$ cat src/rtl/pipeline_out_fifo.sv
// pipeline_out_fifo
//
// Output buffer for a fixed-latency arithmetic pipeline that cannot be stalled.
// Every result strobe is captured into a circular FIFO and offered to the consumer
// with a ready/valid handshake. A result that arrives while the FIFO is full, and
// no slot frees up on the same edge, is dropped. Each drop sets a sticky flag and
// increments a saturating counter.
//
// Ports
//   clk        single clock, rising-edge
//   rst_n      synchronous active-low reset
//   in_valid   result strobe from upstream
//   in_data    signed result from upstream (W bits)
//   out_valid  head entry available
//   out_ready  consumer accepts head entry
//   out_data   head entry, first-word-fall-through (W bits)
//   count      entries held, 0..DEPTH (AW+1 bits)
//   full       count == DEPTH
//   empty      count == 0
//   overflow   sticky: a sample was dropped since reset/clear
//   drop_cnt   dropped-sample counter, saturates at 255
//   clr_ovf    clears overflow and drop_cnt (a same-cycle drop wins)

module pipeline_out_fifo #(
  parameter int unsigned W     = 16,
  parameter int unsigned DEPTH = 8,
  parameter int unsigned AW    = $clog2(DEPTH)
) (
  input  logic          clk,
  input  logic          rst_n,
  input  logic          in_valid,
  input  logic [W-1:0]  in_data,
  output logic          out_valid,
  input  logic          out_ready,
  output logic [W-1:0]  out_data,
  output logic [AW:0]   count,
  output logic          full,
  output logic          empty,
  output logic          overflow,
  output logic [7:0]    drop_cnt,
  input  logic          clr_ovf
);

  localparam logic [AW:0] DepthCnt = (AW+1)'(DEPTH);

  // State
  logic [W-1:0] mem_q [DEPTH];
  logic [W-1:0] mem_d [DEPTH];
  logic [AW-1:0] wp_q, wp_d;
  logic [AW-1:0] rp_q, rp_d;
  logic [AW:0]   count_q, count_d;
  logic          overflow_q, overflow_d;
  logic [7:0]    drop_cnt_q, drop_cnt_d;

  // Handshake decode
  logic push;
  logic pop;
  logic drop;

  // Flags come from registered occupancy only, so there is no path from in_valid
  // or out_ready to any flag.
  always_comb begin
    full      = (count_q == DepthCnt);
    empty     = (count_q == '0);
    out_valid = !empty;
    count     = count_q;
    overflow  = overflow_q;
    drop_cnt  = drop_cnt_q;
    out_data  = mem_q[rp_q];
  end

  // A full FIFO still accepts a sample when the head is popped on the same edge.
  always_comb begin
    pop  = out_valid && out_ready;
    push = in_valid && (!full || pop);
    drop = in_valid && full && !pop;
  end

  // Storage and pointers
  always_comb begin
    mem_d = mem_q;
    wp_d  = wp_q;
    rp_d  = rp_q;
    if (push) begin
      mem_d[wp_q] = in_data;
      wp_d        = wp_q + AW'(1);
    end
    if (pop) begin
      rp_d = rp_q + AW'(1);
    end
  end

  // Occupancy
  always_comb begin
    count_d = count_q;
    unique case ({push, pop})
      2'b10:   count_d = count_q + (AW+1)'(1);
      2'b01:   count_d = count_q - (AW+1)'(1);
      default: count_d = count_q;
    endcase
  end

  // Drop bookkeeping. A drop in the same cycle as a clear restarts the count at 1.
  always_comb begin
    overflow_d = overflow_q;
    drop_cnt_d = drop_cnt_q;
    if (drop) begin
      overflow_d = 1'b1;
      if (clr_ovf) begin
        drop_cnt_d = 8'd1;
      end else if (drop_cnt_q != 8'hFF) begin
        drop_cnt_d = drop_cnt_q + 8'd1;
      end
    end else if (clr_ovf) begin
      overflow_d = 1'b0;
      drop_cnt_d = 8'd0;
    end
  end

  // Memory is cleared on reset so out_data is never X.
  always_ff @(posedge clk) begin
    if (!rst_n) begin
      for (int i = 0; i < int'(DEPTH); i++) begin
        mem_q[i] <= '0;
      end
    end else begin
      for (int i = 0; i < int'(DEPTH); i++) begin
        mem_q[i] <= mem_d[i];
      end
    end
  end

  always_ff @(posedge clk) begin
    if (!rst_n) begin
      wp_q       <= '0;
      rp_q       <= '0;
      count_q    <= '0;
      overflow_q <= 1'b0;
      drop_cnt_q <= 8'd0;
    end else begin
      wp_q       <= wp_d;
      rp_q       <= rp_d;
      count_q    <= count_d;
      overflow_q <= overflow_d;
      drop_cnt_q <= drop_cnt_d;
    end
  end

endmodule

$ cat config.mk
export PLATFORM = sky130hd
export DESIGN_NAME = pipeline_out_fifo
export DESIGN_NICKNAME = d
export VERILOG_FILES = /design/src/rtl/pipeline_out_fifo.sv
export SDC_FILE = /design/constraint.sdc
export NUM_CORES = 1
export LEC_CHECK = 0
export CORE_MARGIN = 1.5
export CORE_UTILIZATION = 47
export CTS_CLUSTER_SIZE = 12
export DETAILED_ROUTE_END_ITERATION = 10
export PLACE_DENSITY_LB_ADDON = 0.3
export RECOVER_POWER = 50
export SYNTH_ARGS = -nofsm -noshare
export SYNTH_HDL_FRONTEND = slang
export SYNTH_SLANG_ARGS = --single-unit
$ cat constraint.sdc
create_clock -name clk -period 4.7 [get_ports clk]
set_input_delay 0.94 -clock clk [delete_from_list [all_inputs] [get_ports clk]]
set_output_delay 0.94 -clock clk [all_outputs]
set_load 0.05 [all_outputs]
[Word level (Yosys, flattened, before mapping)]
Index checks and enable logic that the tools add are counted.
Word-level totals
  flip-flop bits (word level): 147
  bits in latches: 0
  RAM bits: 0
  bits in read-only memories: 0
  input bits: 21
  output and inout port bits: 32
  logic and storage cells: 54
  memories: 0
Operators by class
  add/sub/neg operators: 5
  multipliers: 0
  divide/modulo/power cells: 0
  order comparisons: 3
  equal/unequal tests: 4
  shift-type cells: 0
  multiplexer cells: 13
  bitwise gates (word level): 2
  reductions and logical operators: 14
Operator list (number)
  128-bit bitwise mux: 1
  16-bit binary-select mux with 3-bit select: 1
  16-bit demux with 3-bit select: 1
  16-bit two-way mux: 3
  8-bit two-way mux: 4
  8-bit by 1-bit adder with 8-bit output, second input constant: 1
  4-bit >= comparator, second input constant: 2
  8-bit != test, second input constant: 1
  3-bit NOT with 4-bit output: 2
  4-bit case mux with 2 select lines: 1
  3-bit by 1-bit adder with 3-bit output, second input constant: 2
  2-bit nonzero test: 3
  1-bit logical AND: 5
  4-bit by 1-bit adder with 4-bit output, second input constant: 1
  4-bit == test, second input constant: 1
  4-bit zero test: 1
  4-bit by 1-bit less-than comparator with 1-bit output, second input constant: 1
  4-bit by 1-bit subtractor with 4-bit output, second input constant: 1
  1-bit zero test: 3
  2-bit by 1-bit == test with 1-bit output, second input constant: 1
  2-bit == test, second input constant: 1
  1-bit two-way mux: 2
  2-bit AND reduction: 1
  1-bit logical OR: 1

[Longest topological paths before layout]
Gate-level depths: netlist of the first run.
  word-level depth: 7
  mapped depth: 10
  depth with buffers taken out: 9

[Worst setup path after synthesis of the first run]
OpenSTA, ideal clock, no wires.
  path type: input port to flip-flop
  start: input port out_ready
  end: register count_q[3], in the netlist count[3]
  library setup time: 0.072 ns
  arrival time: 3.039 ns
  required time: 4.628 ns
  path slack: 1.589 ns
  cell stages on the path: 9
  path buffers: 2
  path through: clkbuf_1 -> buf_2 -> o21ai_1 -> ha_1 -> ha_1 -> a21o_1 -> a21oi_1 -> mux2i_1 -> mux2i_1
On the way
  cells in the longest elaborated chain, start to end: 5
  elaborated cells between the ends (all ways): 7
  those cells by class: eq/ne: 2; mux: 1; reduce/logical: 4
RTL lines
  start: declaration: RTL line 34  | input logic out_ready,
  1-bit logical AND *: RTL line 74  | pop = out_valid && out_ready;
  1-bit logical OR: RTL line 75  | push = in_valid && (!full || pop);
  1-bit logical AND: RTL line 75
  2-bit by 1-bit == test with 1-bit output / 2-bit == test (equally long branches): RTL line 96  | unique case ({push, pop})
  4-bit case mux with 2 select lines / 2-bit nonzero test (equally long branches)
  end signal: assignment: RTL line 143  | count_q <= count_d;
  end: declaration: RTL line 51  | logic [AW:0] count_q, count_d;
Mark *: on every way between the ends. The rest lies on a longest branch, timed or not.
A chain may end at the register's enable or synchronous reset.

[Worst setup path after layout of the first run]
  start: input port out_ready
  end: register mem_q[4] (netlist name)
On the way
  cells in the longest elaborated chain, start to end: 3
RTL lines
  1-bit logical AND: RTL line 74
  1-bit logical OR: RTL line 75
  1-bit logical AND: RTL line 75
  end signal: indexed assignment: RTL line 128  | mem_q[i] <= mem_d[i];
  end: declaration: RTL line 47  | logic [W-1:0] mem_q [DEPTH];
No other way between the ends.

==> results of run 1 <==
## path summary, 6_finish.rpt
check	endpoint	slack, ns	cells after the start
hold reg to reg	overflow$_SDFFE_PN0P_	0.48	2
setup reg to reg	mem_q[4]$_SDFFE_PN0P_	1.15	4
setup / recovery	mem_q[4]$_SDFFE_PN0P_	0.67	5
hold / removal	overflow$_SDFFE_PN0P_	0.48	2
## power by group
group | switching [W] | leakage [nW] | total [W] | internal (W)
sequential | 0.0000683 | 1.19 | 0.00137 | 0.00130
clock | 0.000505 | 0.263 | 0.00126 | 0.000752
combinational | 0.000434 | 2.14 | 0.000759 | 0.000325
total | 0.00101 | 3.59 | 0.00338 | 0.00238
## layout make-up
type,instances,area share [%]
clock buffers,23,5.81
repair buffers,58,6.97
multi-input cells,400,46.3
clock inverters,9,1.01
inverters,11,0.574
well taps,184,2.86
flip-flops and latches,147,36.5
## worst max-delay path: stages
cell,delay (ns)
sky130_fd_sc_hd__dlygate4sd3_1,0.53
sky130_fd_sc_hd__clkbuf_1,0.39
sky130_fd_sc_hd__o21ai_1,2.04
sky130_fd_sc_hd__mux2i_1,0.36
sky130_fd_sc_hd__nor2b_1,0.07
## synth_stat cells (6+ instances only)
cell	number
sky130_fd_sc_hd__and2_1	8
sky130_fd_sc_hd__buf_2	19
sky130_fd_sc_hd__buf_6	6
sky130_fd_sc_hd__clkbuf_1	30
sky130_fd_sc_hd__dfxtp_1	147
sky130_fd_sc_hd__ha_1	6
sky130_fd_sc_hd__inv_1	10
sky130_fd_sc_hd__mux2_2	17
sky130_fd_sc_hd__mux2i_1	131
sky130_fd_sc_hd__mux4_2	32
sky130_fd_sc_hd__nand2_1	7
sky130_fd_sc_hd__nand3_1	6
sky130_fd_sc_hd__nor2b_1	133
## registers in the layout, indices dropped and copies added, names as in the netlist
register and count:
mem_q 128, drop_cnt 8, count 4, overflow 1, wp_q 3, rp_q 3
## metrics by stage
stage	power [W]	cell area, µm²	hold slack, ns	utilization (%)	worst slack (ns)
after global routing	0.00353	8060	0.529	55.0	0.508
after detailed placement	0.00217	7560	0.472	51.7	1.21
after floorplan	0.00197	7080	0.480	-	1.59
after CTS	0.00342	8110	0.482	55.4	0.775
after global placement	0.00215	7560	0.468	51.7	1.25
final	0.00338	8060	0.479	55.0	0.668
## cell families (layout without fill, tap and decap cells)
logic type,Yosys count,in the layout,synth area share [%]
DFF,147,147,41.5
AOI/OAI and AO/OA,29,29,4.34
buffers and inverters,70,101,5.23
xor gates and xnor gates,6,6,0.742
adders and majority gates,7,7,1.34
and+or+nand+nor,178,178,15.4
muxes,180,180,31.4
## routing by layer
metal / GRT usage [%] / vias to the layer above / wire (µm) / part of all wire, %
met2: 31.5 / 61 / 6890 / 49
li1: - / 2193 / - / -
met5: 0 / - / 0 / 0
met4: 7.57 / 0 / 248 / 1.8
met1: 23.9 / 2167 / 6430 / 46
met3: 4.67 / 23 / 446 / 3.2
==> run_summary.xml, run 1 <==
<?xml version="1.0" encoding="UTF-8"?>
<metrics>
  <group name="critical_path">
    <metric name="worst_setup_path_startpoint" unit="">out_ready</metric>
    <metric name="r2r-start" unit="">count[0]$_SDFFE_PN0P_</metric>
    <metric name="criticalPathCategory" unit="">input pin to flop</metric>
    <metric name="worstPathRequired" unit="ns">5.00</metric>
    <metric name="critPathCaptureType" unit="">flop</metric>
    <metric name="worst_ep_arrival_time" unit="ns">4.33</metric>
    <metric name="cp_max_fo" unit="">16</metric>
    <metric name="worstSetupStartpointType" unit="">input pin</metric>
  </group>
  <group name="power_and_ir_drop">
    <metric name="p_leak" unit="nW">3.59</metric>
    <metric name="powerDensity" unit="nW/µm²">420</metric>
    <metric name="vdd.ir_drop.worst" unit="mV">0.242</metric>
  </group>
  <group name="yosys">
    <metric name="synth-edff-count" unit="">0</metric>
    <metric name="synth_warnings" unit="">0</metric>
    <metric name="synth_sequential_area_ratio" unit="%">41.5</metric>
    <metric name="synth_cell_type_count" unit="">44</metric>
    <metric name="synth-main-ff-cell" unit="">sky130_fd_sc_hd__dfxtp_1</metric>
    <metric name="flip_flop_and_latch_count_after_synthesis" unit="">147</metric>
    <metric name="mappedNetlistNets" unit="">645</metric>
    <metric name="synth_area" unit="µm²">7080</metric>
    <metric name="number_of_instances_in_the_synthesized_netlist" unit="">617</metric>
    <metric name="avgSynthCellArea" unit="µm²">11.5</metric>
    <metric name="yosys-top-cells-area" unit="">sky130_fd_sc_hd__dfxtp_1, sky130_fd_sc_hd__mux2i_1, sky130_fd_sc_hd__nor2b_1, sky130_fd_sc_hd__mux4_2, sky130_fd_sc_hd__mux2_2</metric>
    <metric name="post-synth-top-area-cell" unit="">sky130_fd_sc_hd__dfxtp_1</metric>
    <metric name="async_reset_ff_share" unit="%">0</metric>
    <metric name="post-synth-top-area-fraction" unit="%">41.5</metric>
  </group>
  <group name="layout">
    <metric name="final_common_cell" unit="">sky130_fd_sc_hd__dfxtp_1</metric>
    <metric name="drive_above_1_share" unit="%">13.9</metric>
    <metric name="insertedDiodeCount" unit="">0</metric>
    <metric name="area_delta_synth_final" unit="%">13.8</metric>
    <metric name="num-nets-final" unit="">663</metric>
    <metric name="multi_input_area" unit="µm²">3730</metric>
    <metric name="layout.filler_cells" unit="">1239</metric>
    <metric name="most-common-layout-cells" unit="">sky130_fd_sc_hd__dfxtp_1, sky130_fd_sc_hd__nor2b_1, sky130_fd_sc_hd__mux2i_1</metric>
    <metric name="finalNonFillerCells" unit="">832</metric>
    <metric name="seq_area" unit="µm²">2940</metric>
  </group>
  <group name="sta">
    <metric name="setup_tns" unit="ns">0</metric>
    <metric name="fin_crit" unit="ns">4.03</metric>
    <metric name="unrepaired_setup_endpoints_after_global_routing" unit="">no</metric>
    <metric name="setup_viol" unit="">0</metric>
    <metric name="achievable-frequency" unit="GHz">0.248</metric>
    <metric name="total_count_of_hold_check_failures_in_the_final_report" unit="">0</metric>
    <metric name="final.setup_skew" unit="ns">0.00551</metric>
    <metric name="least_margin_pin_slew" unit="ns">2.97</metric>
    <metric name="min_period_over_period" unit="%">85.8</metric>
    <metric name="final_max_slew_viol_count" unit="">161</metric>
    <metric name="max_slew_margin" unit="%">-98.0</metric>
  </group>
  <group name="floorplan">
    <metric name="placementRows" unit="">44</metric>
    <metric name="core_area" unit="µm²">14600</metric>
    <metric name="floorplan.initialDensity" unit="%">48.4</metric>
    <metric name="die_area" unit="µm²">15800</metric>
    <metric name="chip_height" unit="µm">126</metric>
    <metric name="pin_count" unit="">53</metric>
    <metric name="die-width" unit="µm">126</metric>
  </group>
  <group name="job">
    <metric name="max_cap_violations" unit="">5</metric>
  </group>
  <group name="min_path">
    <metric name="hold_class" unit="">flop to flop</metric>
    <metric name="hold_path.startpoint" unit="">overflow$_SDFFE_PN0P_</metric>
  </group>
  <group name="clock_network">
    <metric name="cts-hold-fix-buffers" unit="">0</metric>
    <metric name="post_cts_resize_count" unit="">0</metric>
    <metric name="cts_tree" unit="">done</metric>
    <metric name="insertion_delay" unit="ns">0.42</metric>
    <metric name="cts.htree.levels" unit="">4</metric>
    <metric name="clockBufferDepth" unit="">2</metric>
    <metric name="cts-root-buf" unit="">sky130_fd_sc_hd__clkbuf_16</metric>
    <metric name="cts.sink_count" unit="">147</metric>
    <metric name="postCtsSetupRepairBufs" unit="">0</metric>
    <metric name="cts.reportedPaths.clkPinSlew" unit="ns">0.06</metric>
    <metric name="cts-buffers-inserted" unit="">17</metric>
  </group>
  <group name="global_route">
    <metric name="global_route_wire_length_before_repair" unit="µm">23600</metric>
    <metric name="grt_util_all_layers" unit="%">19.0</metric>
    <metric name="overflow_left_after_global_routing" unit="">0</metric>
    <metric name="pin_count_of_the_biggest_net_entering_global_routing" unit="">93</metric>
    <metric name="grt_pass1_vias" unit="">4535</metric>
    <metric name="initial_antenna_violation_count" unit="">0</metric>
  </group>
  <group name="detailed_routing">
    <metric name="detail_route.drc_violations" unit="">0</metric>
    <metric name="ant_nets" unit="">0</metric>
    <metric name="detail_route.wl_per_cell" unit="µm">16.8</metric>
    <metric name="vias" unit="">4444</metric>
    <metric name="number_of_detailed_routing_iterations_run_before_antenna_repair" unit="">6</metric>
    <metric name="detail_route.iter0.violations" unit="">258</metric>
    <metric name="drt-total-wl" unit="µm">14000</metric>
    <metric name="avgViaCountPerCell" unit="">5.34</metric>
  </group>
  <group name="placed_design">
    <metric name="numPortBuffers" unit="">52</metric>
    <metric name="cells_after_dpl" unit="">800</metric>
    <metric name="place_congestion" unit="">0.771</metric>
    <metric name="dp_hpwl" unit="µm">8670</metric>
  </group>
  <group name="outcome">
    <metric name="result_of_the_run" unit="">finished with violations</metric>
    <metric name="failed_checks" unit="">max-capacitance violations, max-slew violations</metric>
  </group>
</metrics>
Note: power is estimated with default switching activity, not from simulation.
==> inputs of run 2 (changes only) <==
Settings changed: CORE_UTILIZATION 47 to 30.
==> run 2 against run 1 <==
The run still ends with max-capacitance violations, max-slew violations left. Via count down 0.23%. Power up 3.7%. Highest routed layer unchanged. Non-clock buffer count unchanged. Routed wire length up 12%. Sequential share of layout area down 1.0 points. Combinational power up 2%. Largest power group unchanged. Worst hold slack better by 0.023 ns. Sequential cell count unchanged.
==> run_summary.xml, run 2 (synthesis gave the netlist of run 1 again) <==
<?xml version="1.0" encoding="UTF-8"?>
<metrics>
  <group name="critical_path">
    <metric name="critPathCaptureType" unit="">flop</metric>
    <metric name="worstPathRequired" unit="ns">5.01</metric>
    <metric name="worstPathBufferInverterCount" unit="">2</metric>
    <metric name="worstSetupStartpointType" unit="">input pin</metric>
    <metric name="critical-path-slowest-cell" unit="">sky130_fd_sc_hd__o21ai_1</metric>
    <metric name="worst_path_largest_cell_delay" unit="ns">2.00</metric>
    <metric name="worstPathCellList" unit="">dlygate4sd3_1 &gt; clkbuf_1 &gt; o21ai_1 &gt; mux2i_1 &gt; nor2b_1</metric>
    <metric name="cp_max_fo" unit="">16</metric>
    <metric name="criticalPathCategory" unit="">input pin to flop</metric>
    <metric name="worst_path_dominant_cell_family" unit="">compound AO/OA/AOI/OAI gates</metric>
    <metric name="worst_ep_arrival_time" unit="ns">4.30</metric>
  </group>
  <group name="global_route">
    <metric name="pin_count_of_the_biggest_net_entering_global_routing" unit="">98</metric>
    <metric name="overflow_left_after_global_routing" unit="">0</metric>
    <metric name="global_route_wire_length_before_repair" unit="µm">25500</metric>
    <metric name="grt_pass1_vias" unit="">4610</metric>
    <metric name="grt_util_all_layers" unit="%">13.6</metric>
    <metric name="initial_antenna_violation_count" unit="">0</metric>
  </group>
  <group name="layout">
    <metric name="registers.top_by_ff_count" unit="">mem_q</metric>
    <metric name="largest_reg_flops" unit="">128</metric>
    <metric name="layout.filler_cells" unit="">2259</metric>
    <metric name="drive_above_1_share" unit="%">14.2</metric>
    <metric name="postLayoutCoreUtil" unit="%">35.6</metric>
    <metric name="final_common_cell" unit="">sky130_fd_sc_hd__dfxtp_1</metric>
    <metric name="insertedDiodeCount" unit="">0</metric>
    <metric name="area_delta_synth_final" unit="%">17.1</metric>
    <metric name="finalNonFillerCells" unit="">967</metric>
    <metric name="most-common-layout-cells" unit="">sky130_fd_sc_hd__dfxtp_1, sky130_fd_sc_hd__nor2b_1, sky130_fd_sc_hd__mux2i_1</metric>
    <metric name="num-nets-final" unit="">663</metric>
  </group>
  <group name="detailed_routing">
    <metric name="detail_route.drc_violations" unit="">0</metric>
    <metric name="drt-total-wl" unit="µm">15700</metric>
    <metric name="avgViaCountPerCell" unit="">4.59</metric>
    <metric name="detail_route.iter0.violations" unit="">134</metric>
    <metric name="number_of_detailed_routing_iterations_run_before_antenna_repair" unit="">4</metric>
    <metric name="ant_nets" unit="">0</metric>
    <metric name="detail_route.wl_per_cell" unit="µm">16.3</metric>
    <metric name="vias" unit="">4434</metric>
  </group>
  <group name="clock_network">
    <metric name="cts-hold-fix-buffers" unit="">0</metric>
    <metric name="clockBufferDepth" unit="">2</metric>
    <metric name="cts-root-buf" unit="">sky130_fd_sc_hd__clkbuf_16</metric>
    <metric name="insertion_delay" unit="ns">0.42</metric>
    <metric name="postCtsSetupRepairBufs" unit="">0</metric>
    <metric name="post_cts_resize_count" unit="">0</metric>
    <metric name="cts-buffers-inserted" unit="">17</metric>
    <metric name="cts.htree.levels" unit="">4</metric>
    <metric name="cts.sink_count" unit="">147</metric>
    <metric name="cts.reportedPaths.clkPinSlew" unit="ns">0.06</metric>
    <metric name="cts_tree" unit="">done</metric>
  </group>
  <group name="sta">
    <metric name="setup_viol" unit="">0</metric>
    <metric name="final.setup_skew" unit="ns">0.00502</metric>
    <metric name="final_max_slew_viol_count" unit="">51</metric>
    <metric name="achievable-frequency" unit="GHz">0.250</metric>
    <metric name="fin_crit" unit="ns">4.00</metric>
    <metric name="total_count_of_hold_check_failures_in_the_final_report" unit="">0</metric>
    <metric name="max_slew_margin" unit="%">-66.9</metric>
    <metric name="unrepaired_setup_endpoints_after_global_routing" unit="">no</metric>
    <metric name="least_margin_pin_slew" unit="ns">2.49</metric>
    <metric name="setup_tns" unit="ns">0</metric>
    <metric name="min_period_over_period" unit="%">85.0</metric>
  </group>
  <group name="power_and_ir_drop">
    <metric name="p_leak" unit="nW">3.63</metric>
    <metric name="vdd.ir_drop.worst" unit="mV">0.182</metric>
    <metric name="powerDensity" unit="nW/µm²">423</metric>
  </group>
  <group name="floorplan">
    <metric name="core_area" unit="µm²">23300</metric>
    <metric name="die-width" unit="µm">157</metric>
    <metric name="floorplan.initialDensity" unit="%">30.4</metric>
    <metric name="chip_height" unit="µm">157</metric>
    <metric name="die_area" unit="µm²">24500</metric>
    <metric name="placementRows" unit="">56</metric>
    <metric name="pin_count" unit="">53</metric>
  </group>
  <group name="outcome">
    <metric name="result_of_the_run" unit="">finished with violations</metric>
    <metric name="failed_checks" unit="">max-capacitance violations, max-slew violations</metric>
  </group>
  <group name="job">
    <metric name="max_cap_violations" unit="">4</metric>
  </group>
  <group name="min_path">
    <metric name="hold_class" unit="">flop to flop</metric>
  </group>
  <group name="placed_design">
    <metric name="dp_hpwl" unit="µm">9690</metric>
    <metric name="cells_after_dpl" unit="">935</metric>
    <metric name="place_congestion" unit="">0.738</metric>
    <metric name="numPortBuffers" unit="">52</metric>
  </group>
</metrics>
run 2: cell count changes in the layout (fill, tap and decap cells not counted), sizes merged:
cell / previous run / this run
bufinv: 1 / 2
buf: 3 / 5
clkinvlp: 3 / 1
clkinv: 6 / 4
inv: 10 / 11
run 2: layout make-up:
class                      instances  area (µm²)  area share [%]
timing repair buffer              58         578            6.97
tap                              319         399            4.81
clock inverter                     7        95.1            1.15
sequential                       147        2940            35.5
inverter                          11        46.3           0.558
multi-input combinational        400        3730            44.9
clock buffer                      25         505            6.09
run 2: worst paths after layout:
kind                          from                      to  slack [ns]  cells past startpoint
min reg2reg  count[3]$_SDFFE_PN0P_   count[3]$_SDFFE_PN0P_        0.50                      2
min          count[3]$_SDFFE_PN0P_   count[3]$_SDFFE_PN0P_        0.50                      2
max reg2reg  count[0]$_SDFFE_PN0P_  mem_q[11]$_SDFFE_PN0P_        1.19                      4
max                      out_ready  mem_q[11]$_SDFFE_PN0P_        0.70                      5
run 2: tightest hold or removal path, cell delays in order (launching register included):
cell	delay, ns
sky130_fd_sc_hd__dfxtp_1	0.33
sky130_fd_sc_hd__nand2_1	0.06
sky130_fd_sc_hd__mux2i_1	0.06
run 2: where the power goes:
| part | internal, W | switching, W |
|---|---|---|
| Combinational | 0.000325 | 0.000449 |
| Sequential | 0.00130 | 0.0000667 |
| Clock | 0.000854 | 0.000515 |
| Total | 0.00248 | 0.00103 |
run 2: per-stage QoR:
step                power [W]  hold WS (ns)  setup slack (ns)  area [µm²]
floorplan             0.00197         0.480              1.59        7080
detailed placement    0.00219         0.503              1.22        7750
global route          0.00366         0.541             0.546        8300
CTS                   0.00357         0.513             0.749        8350
finish                0.00351         0.501             0.704        8300
global placement      0.00217         0.469              1.22        7750
run 2: routing by layer:
metal  vias to the layer above  global-route usage, %  part of all wire, %
met1                      2202                   16.5                   46
met5                         -                      0                    0
met4                         0                   4.44                  1.2
met3                        13                   2.74                  2.0
li1                       2178                      -                    -
met2                        41                   24.0                   51
==> inputs of run 3 (changes only) <==
Clock period 4.7 ns to 3.2 ns, I/O delays scaled along.
==> run 3 against run 2 <==
Critical path depth is 2 lower. Clock power grew 40%. Critical endpoint is now full. Largest power group unchanged. Non-clock buffer count increased by 9. The flow now finishes without violations.
==> run_summary.xml, run 3 (synthesis gave the netlist of run 1 again) <==
<?xml version="1.0" encoding="UTF-8"?>
<metrics>
  <group name="floorplan">
    <metric name="placementRows" unit="">56</metric>
    <metric name="chip_height" unit="µm">157</metric>
    <metric name="die-width" unit="µm">157</metric>
    <metric name="floorplan.initialDensity" unit="%">30.4</metric>
    <metric name="pin_count" unit="">53</metric>
    <metric name="core_area" unit="µm²">23300</metric>
    <metric name="die_area" unit="µm²">24500</metric>
  </group>
  <group name="detailed_routing">
    <metric name="drt-total-wl" unit="µm">15700</metric>
    <metric name="number_of_detailed_routing_iterations_run_before_antenna_repair" unit="">4</metric>
    <metric name="avgViaCountPerCell" unit="">4.59</metric>
    <metric name="ant_nets" unit="">0</metric>
    <metric name="vias" unit="">4474</metric>
    <metric name="detail_route.iter0.violations" unit="">182</metric>
    <metric name="detail_route.wl_per_cell" unit="µm">16.1</metric>
    <metric name="detail_route.drc_violations" unit="">0</metric>
  </group>
  <group name="clock_network">
    <metric name="cts_tree" unit="">done</metric>
    <metric name="post_cts_resize_count" unit="">0</metric>
    <metric name="cts.sink_count" unit="">147</metric>
    <metric name="cts-root-buf" unit="">sky130_fd_sc_hd__clkbuf_16</metric>
    <metric name="clockBufferDepth" unit="">2</metric>
    <metric name="cts.reportedPaths.clkPinSlew" unit="ns">0.06</metric>
    <metric name="cts-buffers-inserted" unit="">17</metric>
    <metric name="insertion_delay" unit="ns">0.42</metric>
    <metric name="cts.htree.levels" unit="">4</metric>
    <metric name="postCtsSetupRepairBufs" unit="">0</metric>
    <metric name="cts-hold-fix-buffers" unit="">0</metric>
  </group>
  <group name="global_route">
    <metric name="grt_pass1_vias" unit="">4687</metric>
    <metric name="grt_util_all_layers" unit="%">13.6</metric>
    <metric name="overflow_left_after_global_routing" unit="">0</metric>
    <metric name="global_route_wire_length_before_repair" unit="µm">25200</metric>
    <metric name="pin_count_of_the_biggest_net_entering_global_routing" unit="">117</metric>
    <metric name="initial_antenna_violation_count" unit="">0</metric>
  </group>
  <group name="critical_path">
    <metric name="critPathCaptureType" unit="">primary output</metric>
    <metric name="criticalPathCategory" unit="">flop to primary output</metric>
    <metric name="r2r-start" unit="">count[0]$_SDFFE_PN0P_</metric>
    <metric name="cp_max_fo" unit="">11</metric>
    <metric name="worst_path_largest_cell_delay" unit="ns">0.80</metric>
    <metric name="worst_path_dominant_cell_family" unit="">buffers and inverters</metric>
    <metric name="worstPathCellList" unit="">or4b_4 &gt; clkinv_4 &gt; clkdlybuf4s50_1</metric>
    <metric name="r2r-end" unit="">count[3]$_SDFFE_PN0P_</metric>
    <metric name="worstPathBufferInverterCount" unit="">2</metric>
    <metric name="worstRegToRegCells" unit="">8</metric>
    <metric name="worst_ep_arrival_time" unit="ns">2.38</metric>
    <metric name="critical-path-slowest-cell" unit="">sky130_fd_sc_hd__clkdlybuf4s50_1</metric>
    <metric name="ff2ff_setup_slack" unit="ns">0.50</metric>
    <metric name="worstSetupStartpointType" unit="">flop</metric>
    <metric name="worstPathRequired" unit="ns">2.56</metric>
  </group>
  <group name="sta">
    <metric name="setup_viol" unit="">0</metric>
    <metric name="least_margin_pin_slew" unit="ns">1.05</metric>
    <metric name="final.setup_skew" unit="ns">0.00403</metric>
    <metric name="total_count_of_hold_check_failures_in_the_final_report" unit="">0</metric>
    <metric name="unrepaired_setup_endpoints_after_global_routing" unit="">no</metric>
    <metric name="achievable-frequency" unit="GHz">0.331</metric>
    <metric name="fin_crit" unit="ns">3.02</metric>
    <metric name="setup_tns" unit="ns">0</metric>
    <metric name="min_period_over_period" unit="%">94.4</metric>
    <metric name="final_max_slew_viol_count" unit="">0</metric>
    <metric name="max_slew_margin" unit="%">29.9</metric>
  </group>
  <group name="layout">
    <metric name="num-nets-final" unit="">672</metric>
    <metric name="area_delta_synth_final" unit="%">17.6</metric>
    <metric name="insertedDiodeCount" unit="">0</metric>
    <metric name="registers.top_by_ff_count" unit="">mem_q</metric>
    <metric name="drive_above_1_share" unit="%">18.2</metric>
    <metric name="postLayoutCoreUtil" unit="%">35.7</metric>
    <metric name="most-common-layout-cells" unit="">sky130_fd_sc_hd__dfxtp_1, sky130_fd_sc_hd__nor2b_1, sky130_fd_sc_hd__mux2i_1</metric>
    <metric name="final_common_cell" unit="">sky130_fd_sc_hd__dfxtp_1</metric>
    <metric name="largest_reg_flops" unit="">128</metric>
  </group>
  <group name="power_and_ir_drop">
    <metric name="power.total" unit="W">0.00507</metric>
    <metric name="p_leak" unit="nW">3.66</metric>
    <metric name="powerDensity" unit="nW/µm²">609</metric>
    <metric name="vdd.ir_drop.worst" unit="mV">0.345</metric>
  </group>
  <group name="placed_design">
    <metric name="dp_hpwl" unit="µm">9660</metric>
    <metric name="numPortBuffers" unit="">52</metric>
    <metric name="place_congestion" unit="">0.749</metric>
  </group>
  <group name="outcome">
    <metric name="result_of_the_run" unit="">completed</metric>
  </group>
  <group name="min_path">
    <metric name="hold_class" unit="">flop to flop</metric>
    <metric name="worst_hold_stages" unit="">2</metric>
    <metric name="worstHoldEndpoint" unit="">overflow$_SDFFE_PN0P_</metric>
    <metric name="hold_path.startpoint" unit="">overflow$_SDFFE_PN0P_</metric>
  </group>
  <group name="job">
    <metric name="max_cap_violations" unit="">0</metric>
  </group>
</metrics>
-- run 3: changes by cell type in the layout (fill, tap and decap cells not counted), moves of 2 or more --
cell	change
sky130_fd_sc_hd__buf_4	+19
sky130_fd_sc_hd__o2111ai_4	+2
sky130_fd_sc_hd__clkdlybuf4s50_1	-6
sky130_fd_sc_hd__dlygate4sd3_1	-10
sky130_fd_sc_hd__clkbuf_1	-2
sky130_fd_sc_hd__clkbuf_2	+6
sky130_fd_sc_hd__and2_0	-3
sky130_fd_sc_hd__and2_1	+3
sky130_fd_sc_hd__clkbuf_8	-3
-- run 3: how the worst max path moves through the flow --
stage	startpoint	end	slack, ns	cells after the start
after CTS	count[0]$_SDFFE_PN0P_	full	0.14	3
after floorplan	count[0]$_SDFFE_PN0P_	count[3]$_SDFFE_PN0P_	0.25	10
after global placement	in_valid	mem_q[76]$_SDFFE_PN0P_	0.58	7
after detailed placement	in_valid	mem_q[65]$_SDFFE_PN0P_	0.50	7
after global routing	count[0]$_SDFFE_PN0P_	full	0.11	3
final	count[0]$_SDFFE_PN0P_	full	0.18	3
-- run 3: cell type report --
type | instances | area, µm²
clock buffers | 21 | 460
well taps | 319 | 399
fillers | 2261 | 15000
inverters | 11 | 46.3
multi-input cells | 400 | 3770
repair buffers | 67 | 607
clock inverters | 9 | 108
flip-flops and latches | 147 | 2940
-- run 3: layer usage --
| layer | global-route usage [%] | wire length [µm] | part of all wire [%] |
|---|---|---|---|
| met1 | 16.3 | 7160 | 46 |
| met2 | 23.9 | 7920 | 50 |
| met3 | 2.71 | 373 | 2.4 |
| met4 | 5.22 | 225 | 1.4 |
| met5 | 0 | 0 | 0 |
-- run 3: power by group --
part / switching [W] / internal [W]
clock network: 0.000739 / 0.00118
registers: 0.0000643 / 0.00191
logic: 0.000708 / 0.000477
-- run 3: worst reg2reg max path: cells and delay by family, from the launching register on --
kind            cells  cell delay, ns
compound gates      3            0.62
fa+ha+maj           2            0.51
flops               1            0.36
mux                 2            0.43
simple gates        1            0.71
-- run 3: through the flow --
step           hold WS [ns]  setup WS [ns]  std cells  cell area (µm²)
6_report              0.486          0.179        974             8330
5_1_grt               0.520          0.114        974             8330
4_1_cts               0.495          0.140        974             8350
3_5_place_dp          0.486          0.498        944             7790
3_3_place_gp          0.468          0.582        944             7790
2_1_floorplan         0.480          0.252        617             7080
